===== src/rtl/shaper_event_ctrl_if.sv =====
// Event delivery channel from the shaper sequencer to downstream logic:
// one event slot with a valid/ready handshake.
interface shaper_event_ctrl_if #(
    parameter int DATA_W = 26,
    parameter int TS_W   = 32
);
    logic                     ev_valid;
    logic                     ev_ready;
    logic signed [DATA_W-1:0] ev_amp;
    logic        [TS_W-1:0]   ev_time;
    logic                     ev_pileup;

    modport master (
        output ev_valid,
        input  ev_ready,
        output ev_amp,
        output ev_time,
        output ev_pileup
    );

    modport slave (
        input  ev_valid,
        output ev_ready,
        input  ev_amp,
        input  ev_time,
        input  ev_pileup
    );
endinterface


===== src/rtl/shaper_event_ctrl.sv =====
// Sequencer / event scheduler for a trapezoidal shaping filter: flushes the
// filter, arms on a threshold crossing, samples the flat-top amplitude,
// classifies pile-up and hands one event at a time to the consumer.
module shaper_event_ctrl #(
    parameter int DATA_W   = 26,
    parameter int K_LEN    = 4,
    parameter int L_LEN    = 8,
    parameter int DEAD_LEN = 12,
    parameter int TS_W     = 32
) (
    input  logic                     clk,
    input  logic                     reset,
    input  logic                     enable,
    input  logic signed [DATA_W-1:0] threshold,
    input  logic signed [DATA_W-1:0] filt_data,
    output logic                     filt_reset_n,
    shaper_event_ctrl_if.master      ev,
    output logic [15:0]              drop_cnt,
    output logic                     busy
);
    localparam int FLT_LEN = K_LEN + L_LEN + 2;
    localparam int FT_OFF  = (L_LEN - K_LEN) / 2;

    typedef enum logic [2:0] {S_FLUSH, S_IDLE, S_RISE, S_PEAK, S_DEAD} state_t;

    state_t                   state_q, state_d;
    logic [15:0]              cnt_q, cnt_d;
    logic [TS_W-1:0]          ts_q, ts_d;
    logic [TS_W-1:0]          ts_hold_q, ts_hold_d;
    logic signed [DATA_W-1:0] amp_hold_q, amp_hold_d;
    logic                     pu_q, pu_d;
    logic                     ev_valid_q, ev_valid_d;
    logic signed [DATA_W-1:0] ev_amp_q, ev_amp_d;
    logic [TS_W-1:0]          ev_time_q, ev_time_d;
    logic                     ev_pileup_q, ev_pileup_d;
    logic [15:0]              drop_q, drop_d;

    logic                     above_thr;
    logic                     spike;
    logic                     pu_now;
    logic                     load;
    logic signed [DATA_W:0]   filt_ext;
    logic signed [DATA_W:0]   spike_lvl;

    // Next-state, event timing, pile-up classification and slot management
    always_comb begin
        state_d     = state_q;
        cnt_d       = cnt_q;
        ts_d        = ts_q + 1'b1;
        ts_hold_d   = ts_hold_q;
        amp_hold_d  = amp_hold_q;
        pu_d        = pu_q;
        ev_valid_d  = ev_valid_q;
        ev_amp_d    = ev_amp_q;
        ev_time_d   = ev_time_q;
        ev_pileup_d = ev_pileup_q;
        drop_d      = drop_q;
        load        = 1'b0;
        pu_now      = pu_q;

        above_thr = filt_data > threshold;
        // One extra bit so amp_hold + threshold cannot overflow
        filt_ext  = {filt_data[DATA_W-1], filt_data};
        spike_lvl = $signed({amp_hold_q[DATA_W-1], amp_hold_q})
                  + $signed({threshold[DATA_W-1], threshold});
        spike     = filt_ext > spike_lvl;

        case (state_q)
            S_FLUSH: begin
                if (cnt_q == 16'(FLT_LEN - 1)) begin
                    state_d = S_IDLE;
                    cnt_d   = '0;
                end else begin
                    cnt_d = cnt_q + 1'b1;
                end
            end
            S_IDLE: begin
                cnt_d = '0;
                pu_d  = 1'b0;
                if (enable && above_thr) begin
                    ts_hold_d = ts_q;
                    state_d   = S_RISE;
                end
            end
            S_RISE: begin
                if (!above_thr) begin
                    state_d = S_IDLE;
                    cnt_d   = '0;
                end else if (cnt_q == 16'(K_LEN - 1)) begin
                    cnt_d = '0;
                    if (FT_OFF == 0) begin
                        amp_hold_d = filt_data;
                        state_d    = S_DEAD;
                    end else begin
                        state_d = S_PEAK;
                    end
                end else begin
                    cnt_d = cnt_q + 1'b1;
                end
            end
            S_PEAK: begin
                if (!above_thr) begin
                    state_d = S_IDLE;
                    cnt_d   = '0;
                end else if (cnt_q == 16'(FT_OFF - 1)) begin
                    amp_hold_d = filt_data;
                    state_d    = S_DEAD;
                    cnt_d      = '0;
                end else begin
                    cnt_d = cnt_q + 1'b1;
                end
            end
            S_DEAD: begin
                pu_now = pu_q | spike;
                if (cnt_q == 16'(DEAD_LEN - 1)) begin
                    pu_now  = pu_now | above_thr;
                    load    = 1'b1;
                    state_d = pu_now ? S_FLUSH : S_IDLE;
                    cnt_d   = '0;
                end else begin
                    cnt_d = cnt_q + 1'b1;
                end
                pu_d = pu_now;
            end
            default: begin
                state_d = S_FLUSH;
                cnt_d   = '0;
            end
        endcase

        // Accept and load in the same cycle is allowed, so the slot never bubbles
        if (load) begin
            if (!ev_valid_q || ev.ev_ready) begin
                ev_valid_d  = 1'b1;
                ev_amp_d    = amp_hold_q;
                ev_time_d   = ts_hold_q;
                ev_pileup_d = pu_now;
            end else if (drop_q != 16'hFFFF) begin
                drop_d = drop_q + 1'b1;
            end
        end else if (ev_valid_q && ev.ev_ready) begin
            ev_valid_d = 1'b0;
        end
    end

    // State and datapath registers with synchronous reset
    always_ff @(posedge clk) begin
        if (reset) begin
            state_q     <= S_FLUSH;
            cnt_q       <= '0;
            ts_q        <= '0;
            ts_hold_q   <= '0;
            amp_hold_q  <= '0;
            pu_q        <= 1'b0;
            ev_valid_q  <= 1'b0;
            ev_amp_q    <= '0;
            ev_time_q   <= '0;
            ev_pileup_q <= 1'b0;
            drop_q      <= '0;
        end else begin
            state_q     <= state_d;
            cnt_q       <= cnt_d;
            ts_q        <= ts_d;
            ts_hold_q   <= ts_hold_d;
            amp_hold_q  <= amp_hold_d;
            pu_q        <= pu_d;
            ev_valid_q  <= ev_valid_d;
            ev_amp_q    <= ev_amp_d;
            ev_time_q   <= ev_time_d;
            ev_pileup_q <= ev_pileup_d;
            drop_q      <= drop_d;
        end
    end

    assign filt_reset_n = (state_q != S_FLUSH);
    assign busy         = (state_q != S_IDLE);
    assign drop_cnt     = drop_q;
    assign ev.ev_valid  = ev_valid_q;
    assign ev.ev_amp    = ev_amp_q;
    assign ev.ev_time   = ev_time_q;
    assign ev.ev_pileup = ev_pileup_q;
endmodule


===== src/flat_wrapper.sv =====
// flat-port wrapper written by rule: the top's interface ports become plain ports
module shaper_event_ctrl_flat 
#(
    parameter int DATA_W   = 26,
    parameter int K_LEN    = 4,
    parameter int L_LEN    = 8,
    parameter int DEAD_LEN = 12,
    parameter int TS_W     = 32
)
  (clk, reset, enable, threshold, filt_data, filt_reset_n, drop_cnt, busy, ev_ev_valid, ev_ev_ready, ev_ev_amp, ev_ev_time, ev_ev_pileup);
  shaper_event_ctrl_if #(.DATA_W(DATA_W), .TS_W(TS_W)) ev_i ();
  input  logic clk;
  input  logic reset;
  input  logic enable;
  input  logic signed [DATA_W-1:0] threshold;
  input  logic signed [DATA_W-1:0] filt_data;
  output logic filt_reset_n;
  output logic [15:0] drop_cnt;
  output logic busy;
  output wire logic [$bits(ev_i.ev_valid)-1:0] ev_ev_valid;
  input wire logic [$bits(ev_i.ev_ready)-1:0] ev_ev_ready;
  output wire logic [$bits(ev_i.ev_amp)-1:0] ev_ev_amp;
  output wire logic [$bits(ev_i.ev_time)-1:0] ev_ev_time;
  output wire logic [$bits(ev_i.ev_pileup)-1:0] ev_ev_pileup;
  assign ev_ev_valid = ev_i.ev_valid;
  assign ev_i.ev_ready = ev_ev_ready;
  assign ev_ev_amp = ev_i.ev_amp;
  assign ev_ev_time = ev_i.ev_time;
  assign ev_ev_pileup = ev_i.ev_pileup;
  shaper_event_ctrl #(.DATA_W(DATA_W), .K_LEN(K_LEN), .L_LEN(L_LEN), .DEAD_LEN(DEAD_LEN), .TS_W(TS_W)) u_core (.clk(clk), .reset(reset), .enable(enable), .threshold(threshold), .filt_data(filt_data), .filt_reset_n(filt_reset_n), .ev(ev_i), .drop_cnt(drop_cnt), .busy(busy));
endmodule

===== config.mk =====
export PLATFORM = sky130hd
export DESIGN_NAME = shaper_event_ctrl_flat
export DESIGN_NICKNAME = d
export VERILOG_FILES = /design/src/rtl/shaper_event_ctrl_if.sv /design/src/rtl/shaper_event_ctrl.sv /design/src/flat_wrapper.sv
export SDC_FILE = /design/constraint.sdc
export NUM_CORES = 1
export LEC_CHECK = 0
export BUFFER_PORTS_ARGS = -buffer_cell sky130_fd_sc_hd__buf_2
export CAP_MARGIN = 20
export CELL_PAD_IN_SITES_DETAIL_PLACEMENT = 1
export CELL_PAD_IN_SITES_GLOBAL_PLACEMENT = 2
export CORE_AREA = 3 3 165 167
export DETAILED_ROUTE_END_ITERATION = 12
export DIE_AREA = 0 0 168 170
export PLACE_DENSITY = 0.83
export SETUP_SLACK_MARGIN = 0.05
export SLEW_MARGIN = 30
export SYNTH_ARGS = -nofsm -noshare
export SYNTH_HDL_FRONTEND = slang
export SYNTH_SLANG_ARGS = --single-unit
export TNS_END_PERCENT = 30

===== constraint.sdc =====
create_clock -name clk -period 7.5 [get_ports clk]
set_clock_uncertainty 0.05 [all_clocks]
set_input_delay 1.5 -clock clk [delete_from_list [all_inputs] [get_ports clk]]
set_output_delay 1.5 -clock clk [all_outputs]
set_load 0.005 [all_outputs]

# Word level (Yosys, flattened, before mapping)
# Cells that the tools add are included.
# totals
regBits	186
input_bits	56
out_inout_bits	78
wordCells	74
# classes
add_sub_neg	4
order_cmp	2
eq_ne	16
n_mux	24
n_bitwise	3
reduce_logical	14
# op_table
operator	count
$mux W16	6
$pmux W16 S4	1
$add A16 B1 Y16 const B	2
$add A32 B1 Y32 const B	1
$eq A16 B4 Y1 const B	2
$add A26 B26 Y27	1
$gt A26 B27 Y1	1
$gt A26 B26 Y1	1
$mux W3	7
$eq A16 B1 Y1 const B	1
$eq A16 B2 Y1 const B	1
$ne A16 B16 Y1 const B	1
$pmux W3 S5	1
$mux W1	8
$eq A3 B2 Y1 const B	2
$ne A2 B1 Y1 const B	3
$ne A3 B3 Y1 const B	2
$reduce_and A2 Y1	3
$reduce_and A3 Y1	2
$reduce_and A5 Y1	1
$reduce_bool A2 Y1	2
$eq A3 B1 Y1 const B	1
$eq A3 B3 Y1 const B	1
$logic_not A3 Y1	1
9 further kinds	11

# Longest topological paths before layout
# logic_depth
word_depth	7
mapped_depth	19
depth_no_buf	19

# Least setup slack after synthesis
# OpenSTA, ideal clock, no wires.
# synth_path
path_kind	input port to flip-flop
start	input threshold[0]
end	register u_core.state_q[0]
arrival_ps	5358
setup_slack_ps	2018
path_stages	18
path_buffers	0
cell_sequence	ha_1 -> fa_1 -> a211oi_1 -> nor4_1 -> nor2_1 -> a21oi_1 -> nor4_1 -> o21ai_0 -> a41oi_1 -> xor2_1 -> ha_1 -> and4_1 -> a221oi_1 -> o21ai_0 -> a221oi_1 -> nor2_1 -> or4b_1 -> a31oi_1
# synth_between
elab_chain_cells	7
# synth_rtl
element	line	source
start: declaration	flat_wrapper.sv:15	input logic signed [DATA_W-1:0] threshold;
$add A26 B26 Y27	shaper_event_ctrl.sv:65	+ $signed({threshold[DATA_W-1], threshold});
$gt A26 B27 Y1	shaper_event_ctrl.sv:66	spike = filt_ext > spike_lvl;
$or A1 B1 Y1	shaper_event_ctrl.sv:114	pu_now = pu_q | spike;
$or A1 B1 Y1	shaper_event_ctrl.sv:116	pu_now = pu_now | above_thr;
$mux W1	shaper_event_ctrl.sv:118	state_d = pu_now ? S_FLUSH : S_IDLE;
$mux W3	shaper_event_ctrl.sv:115	if (cnt_q == 16'(DEAD_LEN - 1)) begin
$pmux W3 S5	shaper_event_ctrl.sv:68	case (state_q)
end signal: assignment	shaper_event_ctrl.sv:161	state_q <= state_d;
end: declaration	shaper_event_ctrl.sv:26	state_t state_q, state_d;
# Several ways; a longest one is shown, not always the timed one. The select of a mux whose other input is x is not followed.
# A chain may end at the register's enable or synchronous reset.

# Worst setup path after layout
# Same ends and word-level chain as after synthesis.

==> flow_metrics.tcl <==
set metrics [dict create \
    status "complete, no violations" \
    p_clk_frac 0.448 \
    min-delay-path-class "reg2reg" \
    core.rowCount 59 \
    cts_tree "yes" \
    cp_top_family "compound AO/OA/AOI/OAI gates" \
    cts_max_level 4 \
    ctsResizeCount 0 \
    hold_end "u_core.ev.ev_time[30]" \
    start_util 0.370 \
    ioPinCount 134 \
    grt_pass1_wl_um 42000 \
    fp.dieArea_mm2 0.0286 \
    p_switching_w 0.000541 \
    utilization 0.429 \
    tightest_slew_ns 0.787 \
    ys_warn_count 0 \
    vias 8138 \
    setup-tns-final_ns 0 \
    grt_pass1_vias 8212 \
    cts.sinks 186 \
    worstHoldStart "u_core.ts_hold_q[30]" \
    netlist.area_leader.share 0.388 \
    timing.rr.end "u_core.state_q[0]" \
    dr.pass1.iters 4 \
    synth_top_cell_by_area "dfxtp_1" \
    slew_headroom 0.476 \
    cts_buffers 17 \
    clock-root-buffer "clkbuf_16" \
    post-route-min-period_ns 5.86 \
    final_max_slew_viol_count 0 \
    powerDensity_mw_per_mm2 186 \
    track_usage 0.179 \
    ant_nets 0 \
    cpPeakStageDelay_ns 0.48 \
    num-fill-cells 3102 \
    syn-mean-instance-area_um2 8.42 \
    synth-edff-count 0 \
    yosysUniqueCellTypes 57 \
    synthCells 1139 \
    synth_area_leaders "dfxtp_1, ha_1, nand2_1" \
    coreArea_mm2 0.0259 \
    fmaxAchievable_mhz 171 \
    hold_viol_final 0 \
    first_iter_violations 411 \
    die_width_um 168 \
    reg2regPathDepth 18 \
    synth.yosys.seq_area_share 0.388 \
    synth_async_sr_flop_share 0 \
    die_h_um 170 \
    viasPerCell 5.10 \
    peakVddDrop_mv 0.117 \
    cpMaxStageDelayCell "or4b_1" \
    setup_viol 0 \
    synth_ff_type "dfxtp_1" \
    worstPathMaxFanout 3 \
    syn_nets 1279 \
    grt_max_degree 103 \
    wl_per_cell_um 15.8 \
    reg2reg_slack_ns 2.48 \
    clock_latency_ns 0.43 \
    leakage_nw 4.87 \
    overflow 0 \
    cp_data_required_time_ns 7.79 \
    synthToLayoutAreaGrowth_pct 15.9 \
    path_buf_inv 1 \
    drc 0 \
    multi_input_area_mm2 0.00549 \
    max_cap_viol_count 0 \
    antenna_found_initial 0 \
    place_congestion 0.826 \
    path_cells "buf_2 > ha_1 > fa_1 > a211oi_1 > nor4_1 > nor2_1 > a21oi_1 > nor4_1 > o21ai_0 > a41oi_1 > xor2_1 > ha_1 > and4_1 > a221oi_1 > o21ai_0 > a221oi_1 > nor2_1 > or4b_1 > a31oi_1" \
    worstPathArrival_ns 6.15 \
    worstSetupStartpointType "input pin" \
    drive_above_1_share 0.141 \
    fin_nets 1389 \
    pwr-share-comb 0.072 \
    timing.rr.start "u_core.amp_hold_q[0]" \
    io_buffers 133 \
    diodes 0 \
    cts_buffer_depth 2 \
    netlist_area_mm2 0.00959 \
    cell_internal_pwr_w 0.00153 \
    hold_buffers 0 \
    rsz0062_at_grt "no" \
    regArea_mm2 0.00372 \
    path_class "in2reg" \
    dp_hpwl_um 18500 \
    wirelength_um 25300 \
    period_share 0.781 \
    p_sw_frac 0.262 \
    clk_pin_slew_ns 0.08 \
    seq_power_share 0.480 \
    cts_setup_buffers 0 \
    whs_path_depth 2 \
    endpoint_kind "flip-flop" \
    synth_seq_cells 186 \
]
routing by layer:
metal	vias to the layer above	wire, um	GRT usage	share of wire
li1	4142	-	-	-
met1	3866	13000	0.253	0.52
met2	113	11100	0.288	0.44
met3	17	878	0.0265	0.035
met4	0	298	0.0448	0.012
met5	-	0	0	0
placed cells by master (no fill, tap or decap), drive strengths merged, types with 2 or more instances in the layout:
master	count
a41oi	2
a21o	12
clkinv	5
a31oi	5
and3	18
nand3b	2
dfxtp	186
or3	9
nor3	12
nand3	33
xor2	57
clkinvlp	3
nand4	21
inv	47
o21a	2
nor2b	7
buf	139
xnor2	21
or2	2
a2111oi	2
and4	8
nor4	7
o21ai	28
clkbuf	18
a211oi	9
o211ai	5
and2	5
nand2	168
nor3b	2
or4b	2
mux2i	60
a21oi	105
o21bai	5
nand2b	4
ha	83
nor2	150
a221oi	3
final cells by class:
type	instances	share of cell area
clock buffers	18	0.0386
clock inverters	14	0.0162
inverters	42	0.0142
multi-input cells	863	0.494
flip-flops and latches	186	0.335
well taps	335	0.0377
repair buffers	139	0.0645
power groups by stage:
| stage | Sequential [W] | Combinational, W | Clock [W] |
|---|---|---|---|
| detailed placement | 0.00102 | 0.000150 | 0 |
| CTS | 0.000992 | 0.000152 | 0.000962 |
| global route | 0.000993 | 0.000173 | 0.00100 |
| global placement | 0.00102 | 0.000148 | 0 |
| finish | 0.000992 | 0.000150 | 0.000927 |
| floorplan | 0.00101 | 0.0000948 | 0 |
stage by stage:
stage,cell area (um^2),hold slack [ns],setup WS [ns],total power [W],std cells
after floorplan,9590,0.375,2.02,0.00111,1139
after global placement,10500,0.389,1.34,0.00116,1565
after detailed placement,10500,0.397,1.23,0.00117,1565
after CTS,11100,0.404,1.66,0.00211,1597
after global routing,11100,0.419,0.997,0.00217,1597
final,11100,0.401,1.64,0.00207,1597
logic make-up (layout without fill, tap and decap cells):
logic type | Yosys count | after routing | share of synthesized area
XOR/XNOR | 78 | 78 | 0.0712
multiplexers | 60 | 60 | 0.0626
adder cells (fa/ha/maj) | 84 | 84 | 0.110
AND/OR/NAND/NOR | 452 | 452 | 0.211
AO/OA/AOI/OAI | 189 | 189 | 0.116
buffers and inverters | 90 | 213 | 0.0408
flip-flops | 186 | 186 | 0.388
tightest hold or removal path, stage by stage, from the launching register on:
cell and delay [ns]:
dfxtp_1 0.31, nand2_1 0.05, a21oi_1 0.05
state kept, by name (all words and copies together) (netlist names):
| signal | flops |
|---|---|
| u_core.ev.ev_time | 32 |
| u_core.ev.ev_valid | 1 |
| u_core.drop_cnt | 16 |
| u_core.ev.ev_pileup | 1 |
| u_core.ts_hold_q | 32 |
| u_core.cnt_q | 16 |
| u_core.ev.ev_amp | 26 |
| u_core.amp_hold_q | 26 |
| u_core.pu_q | 1 |
| u_core.state_q | 3 |
| u_core.ts_q | 32 |
how the worst max path moves through the flow:
stage	start	to	slack [ns]	cells after the start
after global routing	threshold[0]	u_core.state_q[0]	1.0	19
after floorplan	threshold[0]	u_core.state_q[0]	2.02	18
after global placement	threshold[0]	u_core.state_q[0]	1.34	19
final	threshold[0]	u_core.state_q[0]	1.64	19
after CTS	threshold[0]	u_core.state_q[0]	1.66	19
after detailed placement	threshold[0]	u_core.state_q[0]	1.23	19
cell usage after synthesis (2+ instances only):
master       n
o21bai_1     5
a31oi_1      5
nor2b_1      7
and4_1       8
o211ai_1     5
buf_4        3
xnor2_1     21
a221oi_1     3
a2111oi_0    2
mux2i_1     60
buf_1        2
a21o_1      12
ha_1        83
buf_2        2
buf_12       2
nor4_1       7
or2_2        2
nand2_1    168
nand3_1     33
nand2b_1     4
a41oi_1      2
dfxtp_1    186
o21a_1       2
nor3b_1      2
xor2_1      57
nor3_1      12
a211oi_1     9
clkbuf_1    38
or3_1        8
inv_1       42
o21ai_0     27
nand4_1     21
nor2_1     150
and2_1       5
a21oi_1    104
nand3b_1     2
and3_1      18
Note: power is estimated with default switching activity, not from simulation.
